## src/rtl/eggtimer_pkg.sv

```systemverilog
// Shared egg-timer constants and the packed-digit slice helper.
package eggtimer_pkg;

    localparam logic [15:0] MAX_MMSS   = 16'h5959;
    localparam logic [23:0] MAX_HHMMSS = 24'h235959;

    // Digit i of a packed vector whose digits are w bits wide.
    function automatic logic [15:0] digit_of(input logic [63:0] vec,
                                             input int unsigned i,
                                             input int unsigned w = 4);
        logic [63:0] mask;
        mask = (64'd1 << w) - 64'd1;
        return 16'((vec >> (i * w)) & mask);
    endfunction

endpackage

```

## src/rtl/bcd_digit_cell.sv

```systemverilog
// One counter digit with modulus max_i, clamped load, and up/down stepping.
module bcd_digit_cell #(
    parameter int unsigned WIDTH = 4
) (
    input  logic             clk,
    input  logic             reset,
    input  logic             load_i,
    input  logic [WIDTH-1:0] load_digit_i,
    input  logic             step_i,
    input  logic             up_i,
    input  logic [WIDTH-1:0] max_i,
    output logic [WIDTH-1:0] count_o,
    output logic             is_terminal_o,
    output logic             next_terminal_o
);

    logic [WIDTH-1:0] count_q, count_d;

    always_comb begin
        count_d = count_q;
        if (load_i) begin
            count_d = (load_digit_i > max_i) ? max_i : load_digit_i;
        end else if (step_i) begin
            if (up_i) begin
                count_d = (count_q == max_i) ? '0 : count_q + WIDTH'(1);
            end else begin
                count_d = (count_q == '0) ? max_i : count_q - WIDTH'(1);
            end
        end
    end

    always_ff @(posedge clk or posedge reset) begin
        if (reset) begin
            count_q <= '0;
        end else begin
            count_q <= count_d;
        end
    end

    assign count_o         = count_q;
    assign is_terminal_o   = up_i ? (count_q == max_i) : (count_q == '0);
    // Terminal status of the value this digit will hold after the edge.
    assign next_terminal_o = up_i ? (count_d == max_i) : (count_d == '0);

endmodule

```

## src/rtl/bcd_cascade_counter.sv

```systemverilog
// Cascaded BCD up/down counter: ripple-step chain, halt gating, done pulse.
module bcd_cascade_counter
    import eggtimer_pkg::*;
#(
    parameter int unsigned              DIGITS  = 4,
    parameter int unsigned              WIDTH   = 4,
    parameter logic [DIGITS*WIDTH-1:0]  MAX_VEC = MAX_MMSS,
    parameter bit                       WRAP    = 1'b1
) (
    input  logic                    clk,
    input  logic                    reset,
    input  logic                    load_i,
    input  logic [DIGITS*WIDTH-1:0] load_value_i,
    input  logic                    enable_i,
    input  logic                    up_i,
    output logic [DIGITS*WIDTH-1:0] count_o,
    output logic                    at_terminal_o,
    output logic                    done_o
);

    logic [DIGITS-1:0] term;
    logic [DIGITS-1:0] next_term;
    logic [DIGITS-1:0] step;
    logic              run;
    logic              done_q, done_d;

    assign at_terminal_o = &term;
    // Load suppresses stepping; a non-wrapping counter freezes at its terminal.
    assign run = enable_i & ~load_i & (WRAP | ~at_terminal_o);

    for (genvar i = 0; i < DIGITS; i++) begin : g_digit
        localparam logic [WIDTH-1:0] MaxDigit = WIDTH'(digit_of(64'(MAX_VEC), i, WIDTH));

        if (i == 0) begin : g_first
            assign step[i] = run;
        end else begin : g_rest
            assign step[i] = step[i-1] & term[i-1];
        end

        bcd_digit_cell #(
            .WIDTH (WIDTH)
        ) u_cell (
            .clk             (clk),
            .reset           (reset),
            .load_i          (load_i),
            .load_digit_i    (load_value_i[i*WIDTH +: WIDTH]),
            .step_i          (step[i]),
            .up_i            (up_i),
            .max_i           (MaxDigit),
            .count_o         (count_o[i*WIDTH +: WIDTH]),
            .is_terminal_o   (term[i]),
            .next_terminal_o (next_term[i])
        );
    end

    assign done_d = run & (&next_term);

    always_ff @(posedge clk or posedge reset) begin
        if (reset) begin
            done_q <= 1'b0;
        end else begin
            done_q <= done_d;
        end
    end

    assign done_o = done_q;

endmodule
```

## config.mk

```make
export PLATFORM = sky130hd
export DESIGN_NAME = bcd_cascade_counter
export DESIGN_NICKNAME = d
export VERILOG_FILES = /design/src/rtl/eggtimer_pkg.sv /design/src/rtl/bcd_digit_cell.sv /design/src/rtl/bcd_cascade_counter.sv
export SDC_FILE = /design/constraint.sdc
export NUM_CORES = 1
export LEC_CHECK = 0
export BUFFER_PORTS_ARGS = -buffer_cell sky130_fd_sc_hd__clkbuf_2
export CORE_MARGIN = 2
export CORE_UTILIZATION = 54
export CTS_CLUSTER_SIZE = 28
export DETAILED_ROUTE_END_ITERATION = 16
export PLACE_DENSITY = 0.79
export SKIP_LAST_GASP = 1
export SYNTH_ARGS = -nofsm -noshare
export SYNTH_HDL_FRONTEND = slang
export SYNTH_SLANG_ARGS = --single-unit
```

## constraint.sdc

```tcl
create_clock -name clk -period 3.7 [get_ports clk]
set_clock_uncertainty 0.2 [all_clocks]
set_input_delay 0.555 -clock clk [delete_from_list [all_inputs] [get_ports clk]]
set_output_delay 0.555 -clock clk [all_outputs]
set_load 0.02 [all_outputs]
```

==> impl_results.md, run 1 <==
- Post-synth EDFFs: 0
- Status: completed
- Gpl congestion: 0.887
- CTS tree: done
- CP Buf/Inv Count: 0
- Place WS: around 0.15 ns
- Final WL: 4130 um
- Clk Latency, worst-skew pair: approximately 0.29 ns
- Avg Cell Area, Syn: a little under 8 um2
- Worst hold-check path type: in -> async
- # DRC: 0
- Nets: 260
- CORE AREA: about 0.0028 mm2
- DPL Wire Length: between 2000 and 3000 um
- Max-slew violation count: 0
- Top post-synthesis cells by area: dfrtp_1, o21ai_0, nand2_1
- Fmax achieved: between 200 and 300 MHz
- Commonest non-fill, non-tap cells in the layout: clkbuf_2, nand2_1, dfrtp_1, nor2_1, o21ai_0
- P&R area growth vs syn: 14.4%
- Vias: ~1600
- Worst r2r src: g_digit[0].u_cell.count_o[0]
- CP max-delay cell: a2111o_1
- Worst reg2reg endpoint: done_o
- Total of max-cap violations: 0
- Post-CTS setup repair buffer count: 0
- Worst-case headroom to the max-slew limit: a little under half
- Final worst slack: between 0.3 and 0.4 ns
- Cell area after layout: about 0.0018 mm2
- Die W: approximately 59 um
- Type of the worst setup path: reg -> reg
- Synth top area share: 26.4%
- Post-synth ARST share: 100%
- Seq/Total Area, Yosys: between 20% and 30%
- LEAKAGE: about 0.76 nW
- Total GRT Usage: 26.6%
- VDD IR max: 0.000164 V
- DR WL/cell: 15.3 um
- Syn_nets: 230
- # placed instances: 265
- Initial Utilization: between 50 and 60%
- WP depth: 7
- Synth Flop Type: dfrtp_1
- Worst setup SP type: register
- Syn. warnings: 0
- Req. time, crit path: approximately 3.7 ns
- Register-to-register setup slack: between 0.3 and 0.4 ns
- Worst-path clk slew: about 0.11 ns
- Full die area: between 0.003 and 0.004 mm2
- Hold buffer count at cts: 0
- Yosys reg bits: 17
- IO buf count: 38
- Critical path's top delay family: simple AND/OR/NAND/NOR gates
- Crit Path Max Fanout: 10
- Commonest non-fill, non-tap cell in the layout: clkbuf_2
- PwrDens: 288 mW/mm2
- Ratio of cells with drive above 1 in the final layout: between 20% and 30%
- Post-DRT Antenna Nets: 0
- Worst-margin pin slew: between 0.7 and 0.8 ns
- Critical path capture point type: register
- Global-route wire length before repair: 7200 um
- Tmin final: roughly 3.4 ns
- Final hold violations: 0
- Setup TNS: 0 ns
- ANT cells: 0
- Netlist Area Pre-Place: around 0.0016 mm2
- Cells after synthesis: 209
- Cell Rows: 19
- Initial DRC count: between 150 and 200
- Slowest stage delay, CP: 0.59 ns
- Final worst path period share: 90.6%
- CP endpoint: done_o
- PostCTS Resize Cnt: 0
- H-tree levels: 1
- Maximum number of pins on one net before global-route repair: 38
- Via count of the first global-routing pass: roughly 1400
- Setup violations, final: 0
- Post-DP Area: roughly 0.0018 mm2
- Initial antenna violation count: 0
- Chip height: roughly 59 um
- Cell accounting for the most synthesized area: dfrtp_1
- DR pass1 iterations: 5
- Root buffer cell: clkbuf_4
- Arrival time worst endpoint: between 3 and 4 ns
- Critical path cell sequence: or3_4 > a2111o_1 > nand3_2 > o31ai_2 > or4_1 > or4b_1 > a2111oi_2
- Clk buf depth: 2
- Synth cell types: 57
- Clock Sinks: 17
- Total grt overflow: 0
- I/O Pins: 39
- R2R depth: 7
- Unrepaired setup endpoints after global routing: no
- Crit. Startpoint: g_digit[0].u_cell.count_o[0]
- Total power: 0.530 mW
- Post-Layout Cell Count: ~270
- CTS Buf Count: 3
- Via density: roughly 6.1
## area by class of cell
class,count,area (um2)
tap,31,38.8
fill,251,965
multi-input combinational,166,1070
inverter,6,22.5
timing repair buffer,45,255
clock inverter,1,5.00
clock buffer,3,22.5
sequential,17,425
## kinds of logic after synthesis
group / Yosys count / synth area share [%]
and+or+nand+nor: 91 / 31.2
AOI/OAI and AO/OA: 67 / 31.0
buffers and inverters: 26 / 7.00
DFF: 17 / 26.4
xor gates and xnor gates: 7 / 3.81
muxes: 1 / 0.622
## synthesized netlist by cell type (4+ instances only)
| cell | count |
|---|---|
| o21ai_0 | 14 |
| nand3_1 | 8 |
| nand2b_1 | 4 |
| nand2_1 | 18 |
| nor3_1 | 13 |
| o21a_1 | 7 |
| nor2_1 | 16 |
| dfrtp_1 | 17 |
| o31ai_1 | 5 |
| clkbuf_1 | 16 |
| and2_1 | 4 |
| a21oi_1 | 10 |
| xnor2_1 | 4 |
| inv_1 | 6 |
## metal layers
layer / part of all wire [%] / global-route usage, % / vias up
li1: - / - / 845
met1: 48 / 40.8 / 752
met2: 48 / 40.4 / 46
met3: 3.8 / 2.20 / 2
met4: 0.65 / 6.49 / 0
met5: 0 / 0 / -
## stage by stage
step	hold slack, ns	utilization (%)
floorplan	0.281	-
global placement	0.460	64.6
detailed placement	0.476	64.6
CTS	0.144	65.6
global route	0.150	65.6
finish	0.124	65.6
## flip-flops by register name (all words and copies together), names as in the netlist
name and flops:
g_digit.u_cell.count_o 16, done_o 1
## worst min-delay path by stage
stage                     start                           end  slack [ns]  depth (start not counted)
after CTS                 reset  g_digit[0].u_cell.count_o[1]        0.14                          2
after floorplan           reset                        done_o        0.28                          1
after detailed placement  reset  g_digit[3].u_cell.count_o[0]        0.48                          2
final                     reset  g_digit[1].u_cell.count_o[3]        0.12                          2
after global routing      reset  g_digit[2].u_cell.count_o[2]        0.15                          2
after global placement    reset  g_digit[2].u_cell.count_o[0]        0.46                          2
## power by group
part           internal [mW]  switching, mW  total [mW]
logic                 0.0808          0.107       0.188
registers              0.200         0.0407       0.240
clock network         0.0402         0.0617       0.102
total                  0.321          0.210       0.530
(Power assumes the default switching activity.)
==> inputs of run 2 (changes only) <==
ABC_AREA = 1   (was not set)
CAP_MARGIN = 20   (was not set)
CORE_UTILIZATION = 55   (was 54)
PLACE_DENSITY = 0.8   (was 0.79)
SKIP_CTS_REPAIR_TIMING = 1   (was not set)
==> run 2 against run 1 <==
- sequential cell count is the same
- utilization shrank 0.28 points
- clock power is essentially flat
- synthesized cell count grew 41%
- largest cell class unchanged
- register-to-register slack gained 1.2 ns
- synthesized area grew 8.7%
- cell count grew 39%
- fmax grew 29%
- critical path type is now in -> out
==> impl_results.md, run 2 <==
- Seq/Total Area, Yosys: 24.3% (-2.1 points)
- Post-DRT Antenna Nets: 0 (unchanged)
- Via count of the first global-routing pass: 1711 (+19%)
- Ratio of cells with drive above 1 in the final layout: 20.1% (-4.3 points)
- Syn. warnings: 0 (unchanged)
- ANT cells: 0 (unchanged)
- Post-DP Area: 0.00195 mm2 (+7.7%)
- Total GRT Usage: 25.6% (-0.92 points)
- Worst r2r src: g_digit[2].u_cell.count_o[0]
- Flop pwr share: 41.0% (-4.3 points)
- Setup violations, final: 0 (unchanged)
- CTS Buf Count: 3 (unchanged)
- Via density: 5.36 (-12%)
- Worst-path clk slew: 0.11 ns (about the same)
- Yosys reg bits: 17 (unchanged)
- Gpl congestion: 0.873 (-1.6%)
- Total grt overflow: 0 (unchanged)
- Type of the worst setup path: in -> out
- Cell Rows: 20 (+1)
- I/O Pins: 39 (unchanged)
- H-tree levels: 1 (unchanged)
- Unrepaired setup endpoints after global routing: no
- Crit Path Max Fanout: 18 (+8)
- Synth cell types: 31 (-46%)
- Final hold violations: 0 (unchanged)
- Maximum number of pins on one net before global-route repair: 21 (-45%)
- Critical path capture point type: output pin
- Largest register FFs: 16 (unchanged)
- Avg Cell Area, Syn: 5.93 um2 (-23%)
- Die W: 60.4 um (+3.1%)
- Syn_nets: 316 (+37%)
- Post-synth EDFFs: 0 (unchanged)
- Post-Layout Cell Count: 373 (+39%)
- Worst hold-check path type: in -> async
- Int Pwr: 0.322 mW (+0.39%)
- Comb pwr share: 41.2% (+5.7 points)
- Commonest non-fill, non-tap cell in the layout: nand2_1
- Top post-synthesis cells by area: dfrtp_1, nand2_1, nand3_1
- VDD IR max: 0.000189 V (+15%)
- Total of max-cap violations: 0 (unchanged)
- Synth top area share: 24.3% (-2.1 points)
- # placed instances: 369 (+39%)
- Clk buf depth: 2 (unchanged)
- DR pass1 iterations: 4 (-1)
- Worst reg2reg endpoint: done_o
- Nets: 351 (+35%)
- Commonest non-fill, non-tap cells in the layout: nand2_1, nand3_1, clkbuf_2, inv_1, nor2_1
- P&R area growth vs syn: 13.1%
- Chip height: 60.4 um (+3.1%)
- Worst-margin pin slew: 0.695 ns (-0.0931 ns)
- Initial antenna violation count: 0 (unchanged)
- Cell area after layout: 0.00198 mm2 (+7.5%)
- CORE AREA: 0.00303 mm2 (+7.9%)
- Netlist Area Pre-Place: 0.00175 mm2 (+8.7%)
- Initial Utilization: 57.8% (+0.41 points)
- Max-slew violation count: 0 (unchanged)
- IO buf count: 38 (unchanged)
- Clock Sinks: 17 (unchanged)
- Clk pwr share: 17.9% (-1.3 points)
- Tmin final: 2.60 ns (-0.754 ns)
- Final core utilization: 65.3% (-0.28 points)
- Worst hold slack: 0.133 ns (+0.00837 ns)
- R2R depth: 12 (+5)
- Worst setup SP type: input port
- Top-count cell post-synth: nand2_1
- Full die area: 0.00365 mm2 (+6.3%)
- Initial DRC count: 174 (+3.6%)
- Cells after synthesis: 295 (+41%)
- NetSw: 0.248 mW (+19%)
- Global-route wire length before repair: 7240 um (+0.49%)
- Req. time, crit path: 2.94 ns (-0.74 ns)
- Cell accounting for the most synthesized area: dfrtp_1
- Commonest cells in the netlist: nand2_1, nand3_1, inv_1, nor2_1, dfrtp_1
- Worst-case headroom to the max-slew limit: 53.6% (+7.5 points)
- Root buffer cell: clkbuf_4
- Status: completed
- Clk Latency, worst-skew pair: 0.29 ns (about the same)
- LEAKAGE: 1.11 nW (+45%)
- PwrDens: 288 mW/mm2 (about the same)
- Fmax achieved: 385 MHz (+29%)
- Sw frac: 43.5% (+4.0 points)
- DPL Wire Length: 3390 um (+14%)
- Vias: 1999 (+22%)
- Final worst path period share: 70.2% (-20 points)
- DR WL/cell: 11.6 um (-24%)
- Post-synth ARST share: 100% (unchanged)
- # fillers: 309 (+23%)
- CTS tree: done
- Arrival time worst endpoint: 1.84 ns (-1.49 ns)
- # DRC: 0 (unchanged)
- Register-to-register setup slack: 1.50 ns (+1.15 ns)
- Setup TNS: 0 ns (unchanged)
- Synth Flop Type: dfrtp_1
- Final WL: 4340 um (+5.2%)
==> run 2: cell types whose count changed in the layout (fill, tap and decap cells not counted), moves of 8 or more <==
cell     delta
nand2_1    +77
nand3_1    +30
inv_1      +26
nor2_1     +13
nor3_1     -10
nand2_2     +8
==> run 2: worst max-delay path, stage by stage <==
cell      delay [ns]
clkbuf_2        0.35
inv_4           0.17
o21ai_0         0.30
nand3_1         0.12
nor3_1          0.15
clkbuf_2        0.20
==> run 2: through the flow <==
stage | worst slack, ns | power [mW]
2_1_floorplan | 1.30 | 0.407
3_3_place_gp | 1.14 | 0.467
3_5_place_dp | 1.13 | 0.469
4_1_cts | 1.14 | 0.569
5_1_grt | 1.00 | 0.612
6_report | 1.10 | 0.570
==> run 2: cells by family (layout without fill, tap and decap cells) <==
logic type,Yosys count,in the layout,synth area share [%]
buf+inv,44,78,10.6
compound gates,38,38,12.2
flops,17,17,24.3
simple gates,196,196,52.9
==> run 2: worst max path at each step <==
stage,start,endpoint,slack [ns],cells after the start
5_1_grt,g_digit[3].u_cell.count_o[0],at_terminal_o,1.0,8
4_1_cts,up_i,at_terminal_o,1.14,6
3_5_place_dp,up_i,at_terminal_o,1.13,6
6_report,up_i,at_terminal_o,1.10,6
2_1_floorplan,up_i,at_terminal_o,1.30,7
3_3_place_gp,up_i,at_terminal_o,1.14,6
==> run 2: area by class of cell <==
cell class              count  area [um2]  share of cell area [%]
inverters                  36         143                    7.21
flip-flops and latches     17         425                    21.5
clock buffers               4        26.3                    1.33
multi-input cells         234        1140                    57.6
repair buffers             38         190                    9.61
well taps                  44        55.1                    2.78
==> run 2: per-layer routing <==
layer | share of wire [%] | GRT usage (%) | vias up
li1 | - | - | 1023
met1 | 49 | 38.9 | 898
met2 | 43 | 38.7 | 74
met3 | 6.7 | 2.77 | 4
met4 | 0.78 | 7.30 | 0
met5 | 0 | 0 | -
==> run 2: power by group through the flow <==
stage | Combinational [mW] | Sequential (mW) | Clock (mW)
after floorplan | 0.160 | 0.247 | 0
after global placement | 0.231 | 0.236 | 0
after detailed placement | 0.233 | 0.237 | 0
after CTS | 0.234 | 0.233 | 0.102
after global routing | 0.266 | 0.237 | 0.108
final | 0.235 | 0.234 | 0.102
==> inputs of run 3 (changes only) <==
CORE_UTILIZATION = 49   (was 55)
PLACE_DENSITY = 0.75   (was 0.8)
clock period = 2.1 ns   (was 3.7 ns; I/O delays follow)
==> run 3 against run 2 <==
- the run now ends with negative setup slack left
- hold slack worse by 0.12 ns
- cell count up 8.8%
- critical endpoint unchanged
- non-clock buffer count is 30 higher
- highest routed layer unchanged
- setup slack got worse by 1.2 ns
==> impl_results.md, run 3 (synthesis results as in run 2) <==
- Final WL: 5150 um (+19%)
- Ratio of cells with drive above 1 in the final layout: 37.2% (+17 points)
- Arrival time worst endpoint: 1.64 ns (-0.20 ns)
- IO buf count: 38 (unchanged)
- I/O Pins: 39 (unchanged)
- Maximum number of pins on one net before global-route repair: 18 (-14%)
- Worst hold-check path type: in -> reg
- P&R area growth vs syn: 34.4%
- Gpl congestion: 0.896 (+2.6%)
- # DRC: 0 (unchanged)
- Chip height: 63.7 um (+5.5%)
- Commonest non-fill, non-tap cell in the layout: nand2_1
- Nets: 382 (+8.8%)
- CP max-delay cell: dfrtp_1
- Total grt overflow: 0 (unchanged)
- Vias: 2186 (+9.4%)
- Type of the worst setup path: reg -> out
- Worst-margin pin slew: 0.669 ns (-0.0262 ns)
- Commonest non-fill, non-tap cells in the layout: nand2_1, clkbuf_2, nand3_1, buf_4, inv_1
- Clock Sinks: 17 (unchanged)
- Worst hold slack: 0.0109 ns (-0.122 ns)
- Die W: 63.7 um (+5.5%)
- Worst setup SP type: register
- Max-slew violation count: 0 (unchanged)
- Post-DRT Antenna Nets: 0 (unchanged)
- Crit Path Max Fanout: 3 (-15)
- Req. time, crit path: 1.58 ns (-1.36 ns)
- # placed instances: 384 (+4.1%)
- LEAKAGE: 1.27 nW (+15%)
- DPL Wire Length: 3700 um (+9.1%)
- Full die area: 0.00406 mm2 (+11%)
- DR WL/cell: 12.7 um (+9.1%)
- Failing checks: negative setup slack
- H-tree levels: 1 (unchanged)
- Fmax achieved: between 400 and 500 MHz
- Initial DRC count: 229 (+32%)
- Setup TNS: -0.0632 ns (-0.0632 ns)
- DR pass1 iterations: 5 (+1)
- # fillers: 290 (-6.1%)
- Root buffer cell: clkbuf_4
- CTS Buf Count: 3 (unchanged)
- Clk buf depth: 2 (unchanged)
- Unrepaired setup endpoints after global routing: yes
- Post-Layout Cell Count: 406 (+8.8%)
- Final hold violations: 0 (unchanged)
- PwrDens: 485 mW/mm2 (+68%)
- CTS tree: done
- Place WS: 0.0599 ns (-1.07 ns)
- Critical path capture point type: output pin
- Final worst slack: -0.0506 ns (-1.15 ns)
- ANT cells: 0 (unchanged)
- Setup violations, final: 2 (+2)
- Initial Utilization: 51.6% (-6.2 points)
- Status: complete, but fails checks
- Slowest stage delay, CP: 0.41 ns (+0.06 ns)
- Critical path cell sequence: inv_1 > nand2_2 > nor2_4 > nand3_1 > o21ai_2 > nand3_2 > nor3_2 > buf_4
- Cell Rows: 21 (+5.0%)
- VDD IR max: 0.000289 V (+53%)
- Initial antenna violation count: 0 (unchanged)
- Total GRT Usage: 24.1% (-1.6 points)
- Via count of the first global-routing pass: 1784 (+4.3%)
- Clk Latency, worst-skew pair: 0.30 ns (about the same)
- Total of max-cap violations: 0 (unchanged)
- Worst-path clk slew: 0.12 ns (about the same)
- Worst-case headroom to the max-slew limit: 55.3% (+1.7 points)
- Final worst path period share: 102%
- Global-route wire length before repair: 7850 um (+8.5%)
- Largest register FFs: 16 (unchanged)
- Via density: 5.38 (+0.47%)
- Tmin final: 2.15 ns
- CORE AREA: 0.00339 mm2 (+12%)
==> run 3: stage by stage <==
step | utilization, % | power (mW) | instance area [um2]
after floorplan | - | 0.718 | 1750
after global placement | 60.5 | 0.854 | 2050
final | 69.4 | 1.14 | 2350
after detailed placement | 60.5 | 0.857 | 2050
after global routing | 69.4 | 1.22 | 2350
after CTS | 61.4 | 1.04 | 2080
==> run 3: path summary, 6_finish.rpt <==
path	from	to	slack (ns)	cells past startpoint
max	g_digit[3].u_cell.count_o[0]	at_terminal_o	-0.05	8
min	load_value_i[6]	g_digit[1].u_cell.count_o[1]	0.01	2
max reg2reg	g_digit[1].u_cell.count_o[0]	done_o	-0.01	16
min reg2reg	g_digit[1].u_cell.count_o[2]	g_digit[1].u_cell.count_o[2]	0.48	2
max in group asynchronous	reset	g_digit[2].u_cell.count_o[2]	0.79	3
min in group asynchronous	reset	g_digit[2].u_cell.count_o[3]	0.43	3
==> run 3: cell type report <==
| type | count | area, um2 | area share (%) |
|---|---|---|---|
| Sequential cell | 17 | 438 | 18.6 |
| Clock buffer | 3 | 22.5 | 0.958 |
| Multi-Input combinational cell | 235 | 1260 | 53.7 |
| Inverter | 36 | 145 | 6.17 |
| Tap cell | 46 | 57.6 | 2.45 |
| Clock inverter | 1 | 5.00 | 0.213 |
| Timing Repair Buffer | 68 | 420 | 17.9 |
==> run 3: metal layers <==
| layer | wire length (um) | up-vias | global-route usage, % |
|---|---|---|---|
| li1 | - | 1101 | - |
| met1 | 2280 | 983 | 34.8 |
| met2 | 2480 | 96 | 38.3 |
| met3 | 353 | 6 | 2.29 |
| met4 | 39 | 0 | 6.79 |
| met5 | 0 | - | 0 |
==> run 3: power by group <==
| group | internal, mW | switching (mW) |
|---|---|---|
| Clock | 0.0710 | 0.116 |
| Combinational | 0.212 | 0.333 |
| Sequential | 0.358 | 0.0500 |
| Total | 0.641 | 0.498 |
==> run 3: worst max-delay path, delay by kind of cell, from the launching register on <==
family	cells	cell delay, ns
and+or+nand+nor	5	0.54
buffers and inverters	2	0.29
AOI/OAI and AO/OA	1	0.09
DFF	1	0.41
